## src/rtl/bus_pkg.sv

```systemverilog
// Shared definitions for the shared-bus requester: default widths,
// FSM state encoding and the queued beat layout.
package bus_pkg;

    localparam int ADDR_W_DEF = 16;
    localparam int DATA_W_DEF = 32;

    typedef enum logic [1:0] {
        ST_IDLE  = 2'd0,
        ST_WAIT  = 2'd1,
        ST_BURST = 2'd2
    } req_state_e;

    typedef struct packed {
        logic [ADDR_W_DEF-1:0] addr;
        logic [DATA_W_DEF-1:0] wdata;
    } beat_t;

endpackage

```

## src/rtl/bus_requester_if.sv

```systemverilog
// Command handshake plus request/grant and shared-bus beat signals of one
// requester port; master is the requester side, slave the master/arbiter/bus side.
interface bus_requester_if
    import bus_pkg::*;
#(
    parameter int ADDR_W = ADDR_W_DEF,
    parameter int DATA_W = DATA_W_DEF
);

    logic              cmd_valid;
    logic              cmd_ready;
    logic [ADDR_W-1:0] cmd_addr;
    logic [DATA_W-1:0] cmd_wdata;
    logic              req;
    logic              grant;
    logic              bus_valid;
    logic [ADDR_W-1:0] bus_addr;
    logic [DATA_W-1:0] bus_wdata;
    logic              bus_ready;

    modport master (
        input  cmd_valid, cmd_addr, cmd_wdata, grant, bus_ready,
        output cmd_ready, req, bus_valid, bus_addr, bus_wdata
    );

    modport slave (
        output cmd_valid, cmd_addr, cmd_wdata, grant, bus_ready,
        input  cmd_ready, req, bus_valid, bus_addr, bus_wdata
    );

endinterface

```

## src/rtl/sync_fifo.sv

```systemverilog
// Synchronous FIFO with occupancy count; head is visible combinationally on dout_o.
// Pushes while full and pops while empty are ignored.
module sync_fifo #(
    parameter int WIDTH = 8,
    parameter int DEPTH = 4
) (
    input  logic                     clk,
    input  logic                     rst,
    input  logic                     push_i,
    input  logic [WIDTH-1:0]         din_i,
    input  logic                     pop_i,
    output logic [WIDTH-1:0]         dout_o,
    output logic                     full_o,
    output logic                     empty_o,
    output logic [$clog2(DEPTH):0]   count_o
);

    localparam int AW = $clog2(DEPTH);
    localparam int CW = AW + 1;

    logic [WIDTH-1:0] mem_q [DEPTH];
    logic [AW-1:0]    wr_ptr_q, wr_ptr_d;
    logic [AW-1:0]    rd_ptr_q, rd_ptr_d;
    logic [CW-1:0]    count_q, count_d;
    logic             push_s, pop_s;

    assign full_o  = (count_q == CW'(DEPTH));
    assign empty_o = (count_q == {CW{1'b0}});
    assign push_s  = push_i && !full_o;
    assign pop_s   = pop_i && !empty_o;
    assign dout_o  = mem_q[rd_ptr_q];
    assign count_o = count_q;

    // Next-state pointers and occupancy
    always_comb begin
        wr_ptr_d = wr_ptr_q;
        rd_ptr_d = rd_ptr_q;
        count_d  = count_q;
        if (push_s) begin
            wr_ptr_d = wr_ptr_q + AW'(1);
        end else begin
            wr_ptr_d = wr_ptr_q;
        end
        if (pop_s) begin
            rd_ptr_d = rd_ptr_q + AW'(1);
        end else begin
            rd_ptr_d = rd_ptr_q;
        end
        case ({push_s, pop_s})
            2'b10:   count_d = count_q + CW'(1);
            2'b01:   count_d = count_q - CW'(1);
            default: count_d = count_q;
        endcase
    end

    // Pointer and occupancy registers
    always_ff @(posedge clk) begin
        if (rst) begin
            wr_ptr_q <= {AW{1'b0}};
            rd_ptr_q <= {AW{1'b0}};
            count_q  <= {CW{1'b0}};
        end else begin
            wr_ptr_q <= wr_ptr_d;
            rd_ptr_q <= rd_ptr_d;
            count_q  <= count_d;
        end
    end

    // Storage is not reset; occupancy alone decides what is valid
    always_ff @(posedge clk) begin
        if (push_s) begin
            mem_q[wr_ptr_q] <= din_i;
        end
    end

endmodule

```

## src/rtl/bus_requester.sv

```systemverilog
// Requester agent for one arbiter port: queues write commands, requests the bus
// while work is pending and drives one beat per granted cycle from the queue head.
module bus_requester
    import bus_pkg::*;
#(
    parameter int ADDR_W  = ADDR_W_DEF,
    parameter int DATA_W  = DATA_W_DEF,
    parameter int DEPTH   = 4,
    parameter int TIMEOUT = 64
) (
    input  logic                clk,
    input  logic                rst,
    bus_requester_if.master     bus,
    output logic [1:0]          state,
    output logic                starve,
    output logic [15:0]         beat_cnt
);

    localparam int CW = $clog2(DEPTH) + 1;
    localparam int BW = ADDR_W + DATA_W;

    logic [BW-1:0] head_s;
    logic          full_s, empty_s;
    logic [CW-1:0] count_s, count_next_s;
    logic          push_s, bus_valid_s, beat_done_s, req_s;

    req_state_e    state_q;
    logic [7:0]    wait_q, wait_d;
    logic          starve_q;
    logic [15:0]   beat_cnt_q;

    assign push_s       = bus.cmd_valid && !full_s && !rst;
    assign bus_valid_s  = bus.grant && !empty_s && !rst;
    assign beat_done_s  = bus_valid_s && bus.bus_ready;
    assign count_next_s = count_s + CW'(push_s) - CW'(beat_done_s);
    // Drop the request in the cycle the last queued beat completes
    assign req_s        = !rst && ((count_s > CW'(1)) ||
                                   ((count_s == CW'(1)) && !beat_done_s));

    assign bus.cmd_ready = !full_s && !rst;
    assign bus.req       = req_s;
    assign bus.bus_valid = bus_valid_s;
    assign bus.bus_addr  = bus_valid_s ? head_s[BW-1:DATA_W] : {ADDR_W{1'b0}};
    assign bus.bus_wdata = bus_valid_s ? head_s[DATA_W-1:0]  : {DATA_W{1'b0}};

    assign state    = state_q;
    assign starve   = starve_q;
    assign beat_cnt = beat_cnt_q;

    sync_fifo #(
        .WIDTH (BW),
        .DEPTH (DEPTH)
    ) u_cmd_fifo (
        .clk     (clk),
        .rst     (rst),
        .push_i  (push_s),
        .din_i   ({bus.cmd_addr, bus.cmd_wdata}),
        .pop_i   (beat_done_s),
        .dout_o  (head_s),
        .full_o  (full_s),
        .empty_o (empty_s),
        .count_o (count_s)
    );

    // Requester FSM driven by next queue occupancy and beat completion
    always_ff @(posedge clk) begin
        if (rst) begin
            state_q <= ST_IDLE;
        end else if (count_next_s == {CW{1'b0}}) begin
            state_q <= ST_IDLE;
        end else begin
            case (state_q)
                ST_IDLE:  state_q <= ST_WAIT;
                ST_WAIT:  state_q <= beat_done_s ? ST_BURST : ST_WAIT;
                ST_BURST: state_q <= (req_s && !beat_done_s) ? ST_WAIT : ST_BURST;
                default:  state_q <= ST_IDLE;
            endcase
        end
    end

    // Saturating count of cycles spent requesting without progress
    always_comb begin
        wait_d = wait_q;
        if (beat_done_s || !req_s) begin
            wait_d = 8'd0;
        end else if (wait_q != 8'hFF) begin
            wait_d = wait_q + 8'd1;
        end else begin
            wait_d = wait_q;
        end
    end

    // Wait counter, starvation flag and completed-beat counter
    always_ff @(posedge clk) begin
        if (rst) begin
            wait_q     <= 8'd0;
            starve_q   <= 1'b0;
            beat_cnt_q <= 16'd0;
        end else begin
            wait_q     <= wait_d;
            starve_q   <= (wait_d >= 8'(TIMEOUT));
            beat_cnt_q <= beat_done_s ? (beat_cnt_q + 16'd1) : beat_cnt_q;
        end
    end

endmodule

```

## src/flat_wrapper.sv

```systemverilog
// flat-port wrapper written by rule: the top's interface ports become plain ports
module bus_requester_flat import bus_pkg::*;
#(
    parameter int ADDR_W  = ADDR_W_DEF,
    parameter int DATA_W  = DATA_W_DEF,
    parameter int DEPTH   = 4,
    parameter int TIMEOUT = 64
)
  (clk, rst, state, starve, beat_cnt, bus_cmd_valid, bus_cmd_addr, bus_cmd_wdata, bus_grant, bus_bus_ready, bus_cmd_ready, bus_req, bus_bus_valid, bus_bus_addr, bus_bus_wdata);
  bus_requester_if #(.ADDR_W(ADDR_W), .DATA_W(DATA_W)) bus_i ();
  input  logic clk;
  input  logic rst;
  output logic [1:0] state;
  output logic starve;
  output logic [15:0] beat_cnt;
  input wire logic [$bits(bus_i.cmd_valid)-1:0] bus_cmd_valid;
  input wire logic [$bits(bus_i.cmd_addr)-1:0] bus_cmd_addr;
  input wire logic [$bits(bus_i.cmd_wdata)-1:0] bus_cmd_wdata;
  input wire logic [$bits(bus_i.grant)-1:0] bus_grant;
  input wire logic [$bits(bus_i.bus_ready)-1:0] bus_bus_ready;
  output wire logic [$bits(bus_i.cmd_ready)-1:0] bus_cmd_ready;
  output wire logic [$bits(bus_i.req)-1:0] bus_req;
  output wire logic [$bits(bus_i.bus_valid)-1:0] bus_bus_valid;
  output wire logic [$bits(bus_i.bus_addr)-1:0] bus_bus_addr;
  output wire logic [$bits(bus_i.bus_wdata)-1:0] bus_bus_wdata;
  assign bus_i.cmd_valid = bus_cmd_valid;
  assign bus_i.cmd_addr = bus_cmd_addr;
  assign bus_i.cmd_wdata = bus_cmd_wdata;
  assign bus_i.grant = bus_grant;
  assign bus_i.bus_ready = bus_bus_ready;
  assign bus_cmd_ready = bus_i.cmd_ready;
  assign bus_req = bus_i.req;
  assign bus_bus_valid = bus_i.bus_valid;
  assign bus_bus_addr = bus_i.bus_addr;
  assign bus_bus_wdata = bus_i.bus_wdata;
  bus_requester #(.ADDR_W(ADDR_W), .DATA_W(DATA_W), .DEPTH(DEPTH), .TIMEOUT(TIMEOUT)) u_core (.clk(clk), .rst(rst), .bus(bus_i), .state(state), .starve(starve), .beat_cnt(beat_cnt));
endmodule
```

## config.mk

```make
export PLATFORM = sky130hd
export DESIGN_NAME = bus_requester_flat
export DESIGN_NICKNAME = d
export VERILOG_FILES = /design/src/rtl/bus_pkg.sv /design/src/rtl/bus_requester_if.sv /design/src/rtl/sync_fifo.sv /design/src/rtl/bus_requester.sv /design/src/flat_wrapper.sv
export SDC_FILE = /design/constraint.sdc
export NUM_CORES = 1
export LEC_CHECK = 0
export BUFFER_PORTS_ARGS = -buffer_cell sky130_fd_sc_hd__buf_2
export CAP_MARGIN = 20
export CELL_PAD_IN_SITES_DETAIL_PLACEMENT = 1
export CELL_PAD_IN_SITES_GLOBAL_PLACEMENT = 2
export CORE_UTILIZATION = 30
export DETAILED_ROUTE_END_ITERATION = 10
export PLACE_DENSITY = 0.56
export SKIP_LAST_GASP = 1
export SLEW_MARGIN = 20
export SYNTH_ARGS = -nofsm -noshare
export SYNTH_HDL_FRONTEND = slang
export SYNTH_SLANG_ARGS = --single-unit
```

## constraint.sdc

```tcl
create_clock -name clk -period 3.12 [get_ports clk]
set_input_delay 0.312 -clock clk [delete_from_list [all_inputs] [get_ports clk]]
set_output_delay 0.312 -clock clk [all_outputs]
set_load 0.01 [all_outputs]
```

==> flow_summary.toml, run 1 <==
[run_status]
status = "finished clean"

[critical_path]
path_cells = "inv_1 -> ha_1 -> nand2b_2 -> buf_4 -> and3_1 -> buf_2"
worst-setup-path-type = "reg2out"
crit_required_ns = 2.81
max_stage_delay_ns = 0.54
worstSetupStartpointType = "register"
crit_buf_inv = 3
critPathTopFamily = "buffers and inverters"
crit_path_end_kind = "primary output"
worst-path-stages = 6
cp_max_fo = 56
crit_arrival_ns = 2.45
r2r_cells = 12
slowest_stage = "buf_4"

[layout]
area_growth_pct = 28.75
final_nets = 769
stdcell_area_mm2 = 0.01164
drive_above_1_share_pct = 32.69
final_core_util_pct = 39.29
num_antenna_cells = 0
fillers = 3013

[placement]
place_ws_ns = 0.4394
routabilityCongestion = 0.6946
io_buffers = 122
place_area_mm2 = 0.01022
hpwl_mm = 12.75

[timing]
hold_viol = 0
slew_violations = 0
tightestPinTransition_ns = 0.6788
setup_viol = 0
fin_setup_tns_ns = 0
maxSlewHeadroom_pct = 54.74
period_minus_slack_ns = 2.759
setup_slack_ns = 0.3607
fmax_mhz = 362.4
worst_clock_skew_ns = 0.01724
fin_crit_sh_pct = 88.44
rsz0062_at_grt = "no"

[global_routing]
grt_start_max_net_pins = 57
grt-ovfl-total = 0
antenna_found_initial = 0
grt_pass1_vias = 5851
grt_pass1_wl_mm = 33.66
grt_use_total_pct = 14.29

[power_and_ir_drop]
p_switching_w = 0.001527
p_per_area_mw_per_mm2 = 619.2
swShare_pct = 21.18
pwr-share-seq_pct = 47.5
p_comb_share_pct = 6.7
vdd_drop_max_mv = 0.4873
power_w = 0.007210
internal_power_w = 0.005683
leakagePower_nw = 4.307
clock_power_share_pct = 45.9

[drt]
wirelength_mm = 21.77
drc = 0
via_count = 5304
dr.pass1.iters = 4
drtIter0Drc = 257
ant_nets = 0
avgRoutedWirePerCell_um = 19.58
drt-vias-per-instance = 4.770

[clock_tree]
cts_tree = "done"
post_cts_buffers = 0
h-tree-depth = 1
cts_made_buffers = 27
clk_latency_ns = 0.55
ctsLongestPathBuffers = 3
cts.sinks = 228
path_clk_slew_ns = 0.05
root_buffer = "clkbuf_16"

[synthesis]
synthCells = 515
ys_seq_area_share_pct = 71.72
async_reset_ff_share_pct = 0
synth_edf_count = 192
syn_area_per_cell_um2 = 17.56
syn-cell-area_mm2 = 0.009044
ys_seq_elements = 228
yosys_warnings = 0
ys.flop_type = "edfxtp_1"
synth_nets = 583
synth.distinct_cells = 42

[min_path]
hp-class = "in2reg"
hold-path-cell-count = 2

[die]
rows = 63
coreArea_mm2 = 0.02964
die_w_um = 175.6
die_y_um = 175.6
io_pins = 123
start_util_pct = 30.51
die_area_mm2 = 0.03084

[job]
maxCapViolCount = 0
## state kept, by name (all words and copies together) (netlist names), named ones only
register and count:
u_core.starve 1, u_core.wait_q 8, u_core.beat_cnt 16, u_core.u_cmd_fifo.wr_ptr_q 2, u_core.u_cmd_fifo.count_o 3, u_core.u_cmd_fifo.mem_q 192
u_core.state 2, u_core.u_cmd_fifo.rd_ptr_q 2
## power by group through the flow
stage | sequential [W] | clock, W | combinational (W)
after detailed placement | 0.00349 | 0 | 0.000442
after floorplan | 0.00348 | 0 | 0.000249
after CTS | 0.00342 | 0.00342 | 0.000494
after global routing | 0.00343 | 0.00352 | 0.000531
final | 0.00342 | 0.00331 | 0.000480
after global placement | 0.00348 | 0 | 0.000435
## routing by layer
layer | up-vias | GRT usage (%) | part of all wire, %
met4 | 0 | 3.768 | 1.9
met1 | 2727 | 17.70 | 43
met3 | 33 | 3.377 | 5.3
met5 | - | 0 | 0
met2 | 110 | 24.90 | 50
li1 | 2434 | - | -
## final cells by class
class / instances / area (µm²) / share of cell area, %
Clock inverter: 19 / 255.2 / 2.192
Sequential cell: 228 / 6491 / 55.75
Multi-Input combinational cell: 247 / 2395 / 20.57
Timing Repair Buffer: 185 / 1279 / 10.98
Inverter: 12 / 45.04 / 0.3868
Clock buffer: 31 / 690.7 / 5.932
Tap cell: 390 / 488.0 / 4.191
## logic make-up after synthesis
| family | share of synthesized area [%] |
|---|---|
| flops | 71.72 |
| buf+inv | 1.909 |
| simple gates | 8.177 |
| fa+ha+maj | 2.158 |
| mux | 12.29 |
| xor+xnor | 1.162 |
| compound gates | 2.587 |
## path summary, 6_finish.rpt
path | start | end | slack [ns]
worst max-delay path | u_core.u_cmd_fifo.count_o[0]$_SDFFE_PP0P_ | bus_bus_wdata[6] | 0.36
worst min-delay path | rst | u_core.u_cmd_fifo.count_o[0]$_SDFFE_PP0P_ | 0.10
worst max register to register | u_core.u_cmd_fifo.count_o[0]$_SDFFE_PP0P_ | u_core.state[0]$_SDFF_PP0_ | 0.44
worst min register to register | u_core.state[1]$_SDFF_PP0_ | u_core.state[0]$_SDFF_PP0_ | 0.48
## timing repair
| item | in CTS | in global routing |
|---|---|---|
| resized for setup | 0 | 0 |
| endpoints found under the setup margin | 0 | 0 |
| hold buffers | 48 | 0 |
| hold endpoints to repair | 192 | 0 |
## synth_stat cells, types with 8 or more instances
library cell  count  share of area [%]
nand4_1           8               0.55
ha_1             14                1.9
or3_1             9               0.62
mux4_2           48                 12
a21oi_1          14               0.77
nand3_1           8               0.44
dfxtp_1          36                8.0
and3_1           60                4.2
nor2_1           20               0.83
o21ai_0           9               0.50
inv_1            11               0.46
edfxtp_1        192                 64
buf_2             8               0.44
clkbuf_1         14               0.58
nand2_1          11               0.46
## layout by cell type, fill, tap and decap left out, types with 11 or more instances in the layout
cell	Yosys	layout
mux4_2	48	48
dfxtp_1	36	34
clkbuf_16	0	27
inv_1	11	11
nor2_1	20	20
and3_1	60	56
a21oi_1	14	14
nand2_1	11	11
edfxtp_1	192	192
dlygate4sd3_1	0	48
ha_1	14	14
buf_2	8	122
## stage by stage
step / std cells / hold slack [ns]
floorplan: 515 / 0.4109
global placement: 1014 / 0.4703
detailed placement: 1014 / 0.4828
CTS: 1112 / 0.08611
global route: 1112 / 0.09511
finish: 1112 / 0.1025
No activity file was read; power rests on OpenSTA's default activity.
==> run 2: changes to the inputs <==
==> constraint.sdc (replaced) <==
create_clock -name clk -period 3.12 [get_ports clk]
set_input_delay 0.156 -clock clk [delete_from_list [all_inputs] [get_ports clk]]
set_output_delay 0.156 -clock clk [all_outputs]
set_load 0.01 [all_outputs]
==> flow_summary.toml, run 2 (synthesis gave the netlist of run 1 again) <==
[clock_tree]
cts.sinks = 228
cts_made_buffers = 26
clk_latency_ns = 0.52
path_clk_slew_ns = 0.06
h-tree-depth = 1
post_cts_buffers = 0
cts_tree = "done"
ctsLongestPathBuffers = 3
root_buffer = "clkbuf_16"

[min_path]
hp-class = "in2reg"
min_to = "u_core.beat_cnt[2]$_SDFFE_PP0P_"
hold-path-cell-count = 4
min_from = "bus_bus_ready"

[critical_path]
crit_buf_inv = 2
cp_max_fo = 6
crit_arrival_ns = 3.17
path_cells = "inv_1 -> ha_1 -> a21oi_1 -> and2_1 -> inv_1 -> nand2_1 -> nand2_1 -> ha_1 -> fa_1 -> xor2_1 -> a21o_1 -> a221oi_1"
worst-setup-path-type = "reg2reg"
r2r-start = "u_core.u_cmd_fifo.count_o[0]$_SDFFE_PP0P_"
r2r_setup_slack_ns = 0.37
crit_required_ns = 3.55
critPathTopFamily = "adder cells"
r2r_cells = 12
crit_path_end_kind = "register"
slowest_stage = "dfxtp_1"
worstSetupStartpointType = "register"
r2r_end = "u_core.state[0]$_SDFF_PP0_"
max_stage_delay_ns = 0.46

[die]
die_w_um = 175.6
start_util_pct = 30.51
rows = 63
die_area_mm2 = 0.03084
coreArea_mm2 = 0.02964
io_pins = 123
die_y_um = 175.6

[drt]
dr.pass1.iters = 4
via_count = 5275
avgRoutedWirePerCell_um = 19.46
drtIter0Drc = 281
wirelength_mm = 21.66
drc = 0
ant_nets = 0
drt-vias-per-instance = 4.739

[power_and_ir_drop]
leakagePower_nw = 4.261
vdd_drop_max_mv = 0.3788
swShare_pct = 21.91
p_per_area_mw_per_mm2 = 590.8
p_comb_share_pct = 7.1
p_switching_w = 0.001499
clock_power_share_pct = 42.9
pwr-share-seq_pct = 50.0
power_w = 0.006842
internal_power_w = 0.005343

[global_routing]
grt_start_max_net_pins = 57
grt_pass1_wl_mm = 33.91
grt_use_total_pct = 14.21
antenna_found_initial = 1
grt-ovfl-total = 0
grt_pass1_vias = 5896

[timing]
worst_clock_skew_ns = 0.01101
setup_slack_ns = 0.3734
period_minus_slack_ns = 2.747
maxSlewHeadroom_pct = 57.15
fin_crit_sh_pct = 88.03
hold_viol = 0
fin_setup_tns_ns = 0
fmax_mhz = 364.1
tightestPinTransition_ns = 0.6428
setup_viol = 0
rsz0062_at_grt = "no"
slew_violations = 0

[layout]
register_area_mm2 = 0.006491
area_growth_pct = 28.06
stdcell_area_mm2 = 0.01158
drive_above_1_share_pct = 32.69
largest_register = "u_core.u_cmd_fifo.mem_q"
final_cell_mix = "192 x edfxtp_1, 122 x buf_2, 56 x and3_1"
largest_reg_flops = 192
fillers = 3047
final_common_cell = "edfxtp_1"
final_nets = 770
multi_input_area_mm2 = 0.002395

[placement]
routabilityCongestion = 0.7062
place_ws_ns = 0.3975
place_area_mm2 = 0.01027
hpwl_mm = 13.25
io_buffers = 122

[job]
maxCapViolCount = 0

[run_status]
status = "finished clean"
==> run 2: cell count changes in the layout (fill, tap and decap cells not counted), sizes merged <==
cell	delta
buf	+2
bufinv	-4
clkinvlp	+3
diode	+1
inv	-1
==> run 2: worst min-delay path, delay by kind of cell <==
kind          cells  cell delay [ns]
xor+xnor          1             0.06
simple gates      2             0.18
buf+inv           1             0.14
==> run 2: final cells by class <==
type | instances | share of cell area (%)
clock buffers | 31 | 5.964
inverters | 12 | 0.3889
well taps | 390 | 4.213
repair buffers | 187 | 11.50
flip-flops and latches | 228 | 56.05
diodes | 1 | 0.02161
multi-input cells | 247 | 20.68
clock inverters | 17 | 1.188
==> run 2: repair_timing <==
item / 4_1_cts / 5_1_grt
resized for setup: 0 / 0
hold endpoints to repair: 192 / 0
hold buffers: 48 / 0
==> run 2: stage by stage <==
stage	instances	utilization [%]	hold slack, ns
2_1_floorplan	515	-	0.2549
3_3_place_gp	1016	34.65	0.3666
3_5_place_dp	1016	34.65	0.3747
4_1_cts	1112	39.07	0.04817
5_1_grt	1113	39.07	0.09506
6_report	1113	39.07	0.07489
==> run 2: worst max-delay path by stage <==
stage	startpoint	to	slack (ns)	depth (start not counted)
2_1_floorplan	u_core.u_cmd_fifo.count_o[0]$_SDFFE_PP0P_	u_core.u_cmd_fifo.mem_q[1][0]$_DFFE_PP_	0.39	4
3_3_place_gp	u_core.u_cmd_fifo.count_o[0]$_SDFFE_PP0P_	u_core.state[0]$_SDFF_PP0_	0.48	12
3_5_place_dp	u_core.u_cmd_fifo.count_o[0]$_SDFFE_PP0P_	u_core.state[0]$_SDFF_PP0_	0.40	12
4_1_cts	u_core.u_cmd_fifo.count_o[0]$_SDFFE_PP0P_	u_core.state[0]$_SDFF_PP0_	0.38	12
5_1_grt	u_core.u_cmd_fifo.count_o[0]$_SDFFE_PP0P_	u_core.state[0]$_SDFF_PP0_	0.13	12
6_report	u_core.u_cmd_fifo.count_o[0]$_SDFFE_PP0P_	u_core.state[0]$_SDFF_PP0_	0.37	12
==> run 2: routing by layer <==
| metal | wire length, µm | global-route usage (%) | share of wire (%) |
|---|---|---|---|
| met1 | 9513 | 17.88 | 44 |
| met2 | 10710 | 24.90 | 49 |
| met5 | 0 | 0 | 0 |
| met3 | 1071 | 3.030 | 4.9 |
| met4 | 355 | 3.225 | 1.6 |
==> run 2: power by group through the flow <==
stage | Combinational [W] | Sequential (W) | Clock, W
floorplan | 0.000249 | 0.00348 | 0
CTS | 0.000500 | 0.00343 | 0.00303
finish | 0.000484 | 0.00342 | 0.00293
detailed placement | 0.000449 | 0.00349 | 0
global placement | 0.000438 | 0.00348 | 0
global route | 0.000538 | 0.00343 | 0.00313
